<file path="src/rtl/spi_pkg.sv">
// Shared register map, control-byte layout and FSM encoding for the SPI byte sequencer.
// Both helper functions build the bytes written to the SPI master.
package spi_pkg;

  localparam logic [1:0] ADDR_CTRL = 2'd0;
  localparam logic [1:0] ADDR_TX   = 2'd1;
  localparam logic [1:0] ADDR_RX   = 2'd2;
  localparam logic [1:0] ADDR_SS   = 2'd3;

  localparam int CPOL_BIT  = 0;
  localparam int CPHA_BIT  = 1;
  localparam int CPRE_LSB  = 2;
  localparam int START_BIT = 6;
  localparam int END_BIT   = 7;

  typedef enum logic [3:0] {
    ST_IDLE    = 4'd0,
    ST_CFG     = 4'd1,
    ST_SS_ON   = 4'd2,
    ST_WAIT_IN = 4'd3,
    ST_WR_TX   = 4'd4,
    ST_START   = 4'd5,
    ST_UNSTART = 4'd6,
    ST_POLL_LO = 4'd7,
    ST_POLL_HI = 4'd8,
    ST_RD_RX   = 4'd9,
    ST_PUSH    = 4'd10,
    ST_SS_OFF  = 4'd11
  } seq_state_e;

  function automatic logic [7:0] ctrl_word(input logic [3:0] cpre, input logic cpha,
                                           input logic cpol, input logic start);
    logic [7:0] w;
    w                   = 8'h00;
    w[CPOL_BIT]         = cpol;
    w[CPHA_BIT]         = cpha;
    w[CPRE_LSB +: 4]    = cpre;
    w[START_BIT]        = start;
    return w;
  endfunction

  // Slave selects are active-low one-hot.
  function automatic logic [7:0] ss_word(input logic [2:0] slave);
    return ~(8'h01 << slave);
  endfunction

endpackage

</file>
<file path="src/rtl/spi_seq_timer.sv">
// Poll-phase watchdog: clearable, enable-gated counter that flags when the
// configured number of cycles has been spent in the current poll phase.
module spi_seq_timer #(
  parameter int TO_W  = 13,
  parameter int LIMIT = 4096
) (
  input  logic clk_i,
  input  logic rst_i,
  input  logic clr_i,
  input  logic en_i,
  output logic expired_o
);

  localparam logic [TO_W-1:0] LAST = TO_W'(LIMIT - 1);

  logic [TO_W-1:0] cnt_q;
  logic [TO_W-1:0] cnt_d;

  always_comb begin
    cnt_d = cnt_q;
    if (clr_i) begin
      cnt_d = '0;
    end else if (en_i && (cnt_q != LAST)) begin
      cnt_d = cnt_q + TO_W'(1);
    end else begin
      cnt_d = cnt_q;
    end
  end

  always_ff @(posedge clk_i or posedge rst_i) begin
    if (rst_i) begin
      cnt_q <= '0;
    end else begin
      cnt_q <= cnt_d;
    end
  end

  assign expired_o = (cnt_q == LAST);

endmodule

</file>
<file path="src/rtl/spi_byte_sequencer.sv">
// Turns a valid/ready byte stream into SPI-master register transactions and
// returns each received byte on a valid/ready output stream.
module spi_byte_sequencer
  import spi_pkg::*;
#(
  parameter int TIMEOUT_CYC = 4096,
  parameter int TO_W        = 13
) (
  input  logic       Clk,
  input  logic       Rst,
  input  logic       CfgCPol,
  input  logic       CfgCPha,
  input  logic [3:0] CfgCPre,
  input  logic [2:0] CfgSlave,
  input  logic       In_Valid,
  input  logic [7:0] In_Data,
  input  logic       In_Last,
  output logic       In_Ready,
  output logic       Out_Valid,
  output logic [7:0] Out_Data,
  input  logic       Out_Ready,
  output logic [1:0] RegAddr,
  output logic       RegWr,
  output logic [7:0] RegDataWr,
  input  logic [7:0] RegDataRd,
  output logic       Busy,
  output logic       Error
);

  seq_state_e state_q;
  logic [7:0] ctrl_q;
  logic [2:0] slave_q;
  logic       last_q;
  logic       in_ready_q;
  logic       out_valid_q;
  logic [7:0] out_data_q;
  logic [1:0] reg_addr_q;
  logic       reg_wr_q;
  logic [7:0] reg_wdata_q;
  logic       busy_q;
  logic       error_q;

  logic       end_s;
  logic       polling_s;
  logic       tmr_clr_s;
  logic       expired_s;
  logic [7:0] ctrl_start_s;

  // The watchdog restarts whenever a poll phase is (re)entered.
  always_comb begin
    end_s        = RegDataRd[END_BIT];
    polling_s    = (state_q == ST_POLL_LO) || (state_q == ST_POLL_HI);
    tmr_clr_s    = !polling_s || ((state_q == ST_POLL_LO) && !end_s);
    ctrl_start_s = ctrl_q;
    ctrl_start_s[START_BIT] = 1'b1;
  end

  spi_seq_timer #(
    .TO_W (TO_W),
    .LIMIT(TIMEOUT_CYC)
  ) u_timer (
    .clk_i    (Clk),
    .rst_i    (Rst),
    .clr_i    (tmr_clr_s),
    .en_i     (polling_s),
    .expired_o(expired_s)
  );

  always_ff @(posedge Clk or posedge Rst) begin
    if (Rst) begin
      state_q     <= ST_IDLE;
      ctrl_q      <= 8'h00;
      slave_q     <= 3'd0;
      last_q      <= 1'b0;
      in_ready_q  <= 1'b0;
      out_valid_q <= 1'b0;
      out_data_q  <= 8'h00;
      reg_addr_q  <= 2'd0;
      reg_wr_q    <= 1'b0;
      reg_wdata_q <= 8'h00;
      busy_q      <= 1'b0;
      error_q     <= 1'b0;
    end else begin
      reg_wr_q <= 1'b0;
      case (state_q)
        ST_IDLE: begin
          if (In_Valid) begin
            state_q     <= ST_CFG;
            ctrl_q      <= ctrl_word(CfgCPre, CfgCPha, CfgCPol, 1'b0);
            slave_q     <= CfgSlave;
            busy_q      <= 1'b1;
            reg_wr_q    <= 1'b1;
            reg_addr_q  <= ADDR_CTRL;
            reg_wdata_q <= ctrl_word(CfgCPre, CfgCPha, CfgCPol, 1'b0);
          end
        end
        ST_CFG: begin
          state_q     <= ST_SS_ON;
          reg_wr_q    <= 1'b1;
          reg_addr_q  <= ADDR_SS;
          reg_wdata_q <= ss_word(slave_q);
        end
        ST_SS_ON: begin
          state_q    <= ST_WAIT_IN;
          in_ready_q <= 1'b1;
        end
        ST_WAIT_IN: begin
          if (In_Valid && in_ready_q) begin
            state_q     <= ST_WR_TX;
            in_ready_q  <= 1'b0;
            last_q      <= In_Last;
            reg_wr_q    <= 1'b1;
            reg_addr_q  <= ADDR_TX;
            reg_wdata_q <= In_Data;
          end
        end
        ST_WR_TX: begin
          state_q     <= ST_START;
          reg_wr_q    <= 1'b1;
          reg_addr_q  <= ADDR_CTRL;
          reg_wdata_q <= ctrl_start_s;
        end
        ST_START: begin
          state_q     <= ST_UNSTART;
          reg_wr_q    <= 1'b1;
          reg_addr_q  <= ADDR_CTRL;
          reg_wdata_q <= ctrl_q;
        end
        ST_UNSTART: begin
          state_q    <= ST_POLL_LO;
          reg_addr_q <= ADDR_CTRL;
        end
        // Waiting for EndTx to drop first rejects a flag left over from the previous byte.
        ST_POLL_LO: begin
          if (!end_s) begin
            state_q <= ST_POLL_HI;
          end else if (expired_s) begin
            state_q     <= ST_SS_OFF;
            error_q     <= 1'b1;
            reg_wr_q    <= 1'b1;
            reg_addr_q  <= ADDR_SS;
            reg_wdata_q <= 8'hFF;
          end
        end
        ST_POLL_HI: begin
          if (end_s) begin
            state_q    <= ST_RD_RX;
            reg_addr_q <= ADDR_RX;
          end else if (expired_s) begin
            state_q     <= ST_SS_OFF;
            error_q     <= 1'b1;
            reg_wr_q    <= 1'b1;
            reg_addr_q  <= ADDR_SS;
            reg_wdata_q <= 8'hFF;
          end
        end
        ST_RD_RX: begin
          state_q     <= ST_PUSH;
          out_data_q  <= RegDataRd;
          out_valid_q <= 1'b1;
        end
        ST_PUSH: begin
          if (Out_Ready) begin
            out_valid_q <= 1'b0;
            if (last_q) begin
              state_q     <= ST_SS_OFF;
              reg_wr_q    <= 1'b1;
              reg_addr_q  <= ADDR_SS;
              reg_wdata_q <= 8'hFF;
            end else begin
              state_q    <= ST_WAIT_IN;
              in_ready_q <= 1'b1;
            end
          end
        end
        ST_SS_OFF: begin
          state_q <= ST_IDLE;
          busy_q  <= 1'b0;
        end
        default: begin
          state_q     <= ST_IDLE;
          in_ready_q  <= 1'b0;
          out_valid_q <= 1'b0;
          busy_q      <= 1'b0;
        end
      endcase
    end
  end

  assign In_Ready  = in_ready_q;
  assign Out_Valid = out_valid_q;
  assign Out_Data  = out_data_q;
  assign RegAddr   = reg_addr_q;
  assign RegWr     = reg_wr_q;
  assign RegDataWr = reg_wdata_q;
  assign Busy      = busy_q;
  assign Error     = error_q;

endmodule

</file>
<file path="config.mk">
export PLATFORM = sky130hd
export DESIGN_NAME = spi_byte_sequencer
export DESIGN_NICKNAME = d
export VERILOG_FILES = /design/src/rtl/spi_pkg.sv /design/src/rtl/spi_seq_timer.sv /design/src/rtl/spi_byte_sequencer.sv
export SDC_FILE = /design/constraint.sdc
export NUM_CORES = 1
export LEC_CHECK = 0
export BUFFER_PORTS_ARGS = -buffer_cell sky130_fd_sc_hd__buf_2
export CAP_MARGIN = 20
export CORE_MARGIN = 5
export CORE_UTILIZATION = 45
export CTS_CLUSTER_SIZE = 14
export DETAILED_ROUTE_END_ITERATION = 12
export PLACE_DENSITY_LB_ADDON = 0.25
export REMOVE_ABC_BUFFERS = 1
export SKIP_CTS_REPAIR_TIMING = 1
export SLEW_MARGIN = 10
export SYNTH_ARGS = -nofsm -noshare
export SYNTH_HDL_FRONTEND = slang
export SYNTH_HIERARCHICAL = 1
export SYNTH_SLANG_ARGS = --single-unit
export TNS_END_PERCENT = 10
</file>
<file path="constraint.sdc">
create_clock -name Clk -period 5.5 [get_ports Clk]
set_input_delay 0.55 -clock Clk [delete_from_list [all_inputs] [get_ports Clk]]
set_output_delay 0.55 -clock Clk [all_outputs]
set_load 0.005 [all_outputs]
</file>
Word level (Yosys, flattened, before mapping)
Cells that the tools add are included.

Mux-type cells: 46. Reduce and logical (&&, ||, !) cells: 26. Bitwise operators: 4. Add/sub/neg operators: 1. Equal/unequal tests: 20. Shift-type cells: 1.

Operators with widths (count): $pmux 8 s8 (1); $mux 8 (7); $pmux 4 s11 (1); $mux 4 (7); $mux 13 (2); $reduce_or 10->1 (2); $eq 4x3->1 const B (4); $eq 4x4->1 const B (4); $mux 1 (15); $mux 2 (7); $ne 2x2->1 const B (7); $pmux 2 s7 (1); $add 13x1->13 const B (1); $eq 13x12->1 const B (1); $ne 13x12->1 const B (1); $reduce_or 9->1 (1); $eq 4x2->1 const B (2); $not 8->8 (1); $reduce_and 2->1 (4); $reduce_bool 8->1 (1); $shl 1x3->8 const A (1); $reduce_and 7->1 (1); $reduce_bool 7->1 (1); $pmux 1 s6 (1); other kinds (14) (24).

Logic and storage cells: 111. Flip-flop bits (word level): 50. Output and inout bits: 23. Input port bits: 30.

Logic depth before layout (Yosys ltp)
Depth after elaboration: 5. Depth in mapped cells: 10.

Hierarchy
Netlist, hierarchy kept.

By module, submodules not included: spi_byte_sequencer (cells an instance 226, instances 1, area each 2214.6 sq um); spi_seq_timer (cells an instance 71, instances 1, area each 715.7 sq um).

Worst setup path before layout
OpenSTA, ideal clock, no wires.

Path type: register to register. From: register state_q[2]. To: register u_timer.cnt_q[7]. Data arrival time: 2.399 ns. Slack: 3.023 ns. Stages on the path, launching flop included: 9. Required time: 5.422 ns. Cell sequence: dfrtp_1 -> buf_6 -> clkbuf_1 -> buf_2 -> o31ai_1 -> and4_1 -> o41ai_2 -> or4_1 -> a21oi_1.

Word-level cells in the longest chain between the ends: 5.

Ends and longest elaborated chain: start: declaration (line spi_byte_sequencer.sv:30) `seq_state_e state_q;`; start signal: assignment (line spi_byte_sequencer.sv:71) `state_q <= ST_IDLE;`; start signal: assignment (line spi_byte_sequencer.sv:88) `state_q <= ST_CFG;`; start signal: assignment (line spi_byte_sequencer.sv:98) `state_q <= ST_SS_ON;`; $eq 4x3->1 / $eq 4x4->1 (equally long branches) (line spi_byte_sequencer.sv:52) `polling_s = (state_q == ST_POLL_LO) || (state_q == ST_POLL_HI);`; $logic_or 1x1->1 (*) (line spi_byte_sequencer.sv:52); via polling_s (line spi_byte_sequencer.sv:44) `logic polling_s;`; $logic_not 1->1 (line spi_byte_sequencer.sv:53) `tmr_clr_s = !polling_s || ((state_q == ST_POLL_LO) && !end_s);`; $logic_or 1x1->1 (line spi_byte_sequencer.sv:53); $mux 13 / $reduce_bool 2->1 (equally long branches); end signal: assignment (line spi_seq_timer.sv:34) `cnt_q <= cnt_d;`; end: declaration (line spi_seq_timer.sv:16) `logic [TO_W-1:0] cnt_q;`.

The timed path passes the listed nets; every way through them passes the cells marked *. A chain may end at the register's enable or synchronous reset.

Worst setup path after layout
From: register state_q[3]. To: register u_timer.cnt_q[7].

The elaborated chain is that of the path after synthesis.

==> results.py <==
metrics = {
    "yosys": {
        "async_reset_ff_share_pct": 100,
        "synth.cell_area_um2": 2930,
        "ys_types": 66,
        "syn_area_per_cell_um2": 9.87,
        "yosysWarnings": 6,
        "synth-edff-count": 0,
        "ys_ff_latch": 50,
        "ys_seq_area_share_pct": 42.7,
        "synth_cells": 297,
        "yosys_most_used_dff": "dfrtp_1",
    },
    "floorplanning": {
        "coreArea_um2": 6350,
        "dieArea_um2": 8230,
        "die-width_um": 90.7,
        "die_h_um": 90.7,
        "rows": 29,
        "io_pins": 53,
        "initial_utilization_pct": 46.1,
    },
    "detailed_routing": {
        "first_pass_iters": 5,
        "antenna_left": 0,
        "drt_wl_total_mm": 6.90,
        "vias": 2480,
        "drc": 0,
        "viasPerCell": 5.96,
        "first_iter_violations": 179,
        "wire_per_inst_um": 16.6,
    },
    "timing": {
        "skew_ns": 0.00862,
        "slew_headroom_pct": 29.9,
        "slew_violations": 0,
        "layout_min_cycle_time_ns": 3.08,
        "fin_hold_ws_ns": 0.264,
        "worst_pin_slew_ns": 1.05,
        "finalSetupTns_ns": 0,
        "finalSetupViolCount": 0,
        "max_freq_mhz": 324,
        "rsz0062_at_grt": "no",
        "hold_violations": 0,
        "fin_crit_sh_pct": 56.0,
    },
    "global_route": {
        "grt-ovfl-total": 0,
        "globalRouteMet3Util_pct": 3.50,
        "grt_max_degree": 38,
        "grt.met2_usage_pct": 25.3,
        "grt_usage_pct": 17.0,
        "use_met1_pct": 24.7,
        "grt_pass1_vias": 2368,
        "grt.busiest_layer": "met2",
        "grt_pass1_wl_mm": 11.8,
        "grt_antenna_before_repair": 0,
    },
    "layout": {
        "regArea_um2": 1250,
        "syn_to_final_growth_pct": 12.9,
        "antennaDiodeCount": 0,
        "nets": 369,
        "mostFrequentLayoutCell": "buf_2",
        "stdcell_count": 416,
        "multi_input_area_um2": 1530,
        "filler_cell_count": 572,
        "drive_above_1_share_pct": 26.5,
        "mostFrequentLayoutCells": "buf_2 (52), dfrtp_1 (50), o21ai_0 (24), nand2_1 (24), a21oi_1 (23)",
    },
    "setup_path": {
        "crit_type": "reg -> reg",
        "cp-start-kind": "flop",
        "critPathMaxStageDelay_ns": 0.94,
        "cp_cell_sequence": "nand2b_1, o31ai_1, and4_1, o41ai_2, or4_1, a21oi_1",
        "required_ns": 5.74,
        "cp_max_fo": 29,
        "crit_path_start": "state_q[3]",
        "worst_r2r_path_depth": 6,
        "crit_arrival_ns": 3.32,
        "slowest_stage": "dfrtp_1",
        "cp-end-kind": "flop",
        "r2r_start": "state_q[3]",
    },
    "placement": {
        "port-buffer-count": 52,
        "hpwl_mm": 4.95,
        "placedCellCount": 408,
        "place_congestion": 0.854,
    },
    "clock_tree": {
        "clk_pin_slew_ns": 0.09,
        "h-tree-depth": 2,
        "cts_buffer_depth": 2,
        "clockRootBuffer": "clkbuf_8",
        "insertion_delay_ns": 0.31,
        "cts_sinks": 50,
        "cts_buffers": 5,
        "cts_tree": "yes",
    },
    "pwr": {
        "ir_drop_v": 0.000293,
        "pwr_density_cell_nw_per_um2": 534,
        "cellLeakagePower_nw": 1.49,
        "power_mw": 1.77,
    },
    "job": {
        "max_cap_viol_count": 0,
    },
    "run_status": {
        "status": "complete, no violations",
    },
    "worst_hold_path": {
        "hp-class": "in -> async",
    },
}
[where the power goes]
group	switching (mW)	total, mW	internal, mW
logic	0.402	0.837	0.435
clock network	0.122	0.258	0.136
registers	0.184	0.671	0.487
total	0.708	1.77	1.06
[sequential cells by signal (all words and copies together) (netlist names)]
name,flops
RegWr,1
Error,1
slave_q,3
state_q,4
last_q,1
ctrl_q,6
Out_Data,8
Busy,1
In_Ready,1
RegDataWr,8
Out_Valid,1
RegAddr,2
u_timer/cnt_q,13
[worst paths after layout]
kind | endpoint | slack, ns
max | u_timer/cnt_q[7] | 2.42
min | u_timer/cnt_q[9] | 0.26
max reg2reg | u_timer/cnt_q[7] | 2.42
min reg2reg | Error | 0.46
max in group asynchronous | Out_Data[6] | 4.81
min in group Clk | Out_Data[0] | 0.46
[critical path: cells and delay by family, from the launching register on]
family             cells  cell delay (ns)
and+or+nand+nor        3             1.11
AOI/OAI and AO/OA      3             0.96
DFF                    1             0.94
[metal layers]
metal  routed length (µm)  up-vias  share of wire (%)
li1                     -     1179                  -
met4                   75        0                1.1
met3                  395        6                5.7
met5                    0        -                  0
met1                 3120     1215                 45
met2                 3310       80                 48
[per-stage QoR]
| step | utilization (%) | setup slack, ns | instance area (µm²) |
|---|---|---|---|
| after floorplan | - | 2.81 | 2830 |
| after detailed placement | 50.4 | 2.48 | 3200 |
| after CTS | 52.1 | 2.46 | 3310 |
| final | 52.1 | 2.42 | 3310 |
| after global placement | 50.4 | 2.57 | 3200 |
| after global routing | 52.1 | 2.25 | 3310 |
[cell type report]
class / count / share of cell area (%)
multi-input cells: 213 / 46.1
flip-flops and latches: 50 / 37.8
repair buffers: 54 / 8.32
well taps: 77 / 2.91
clock buffers: 7 / 2.31
inverters: 14 / 1.59
clock inverters: 1 / 0.908
[cell families (layout without fill, tap and decap cells)]
family / count (synthesis) / after routing / share of synthesized area, %
AND/OR/NAND/NOR: 92 / 92 / 18.7
adder cells (fa/ha/maj): 1 / 1 / 0.427
buffers and inverters: 34 / 76 / 5.21
flip-flops: 50 / 50 / 42.7
multiplexers: 27 / 27 / 11.4
AO/OA/AOI/OAI: 90 / 90 / 20.7
XOR/XNOR: 3 / 3 / 0.897
[synth_stat cells, drive strengths merged (3+ instances only)]
master	instances	area, µm²
clkbuf	9	33.8
nor2b	4	25.0
o31a	3	26.3
a21oi	23	115
buf	11	66.3
or3	8	50.1
a211o	5	43.8
dfrtp	50	1250
mux2	26	323
nor3b	5	48.8
nor2	11	48.8
o211ai	3	22.5
inv	14	52.6
or4	3	22.5
o31ai	4	30.0
nand3	13	77.6
o22ai	4	25.0
a211oi	3	22.5
a31oi	3	25.0
nand4	5	37.5
nand2	24	90.1
nor3	4	31.3
o21ai	26	130
No activity file was read; power rests on OpenSTA's default activity.
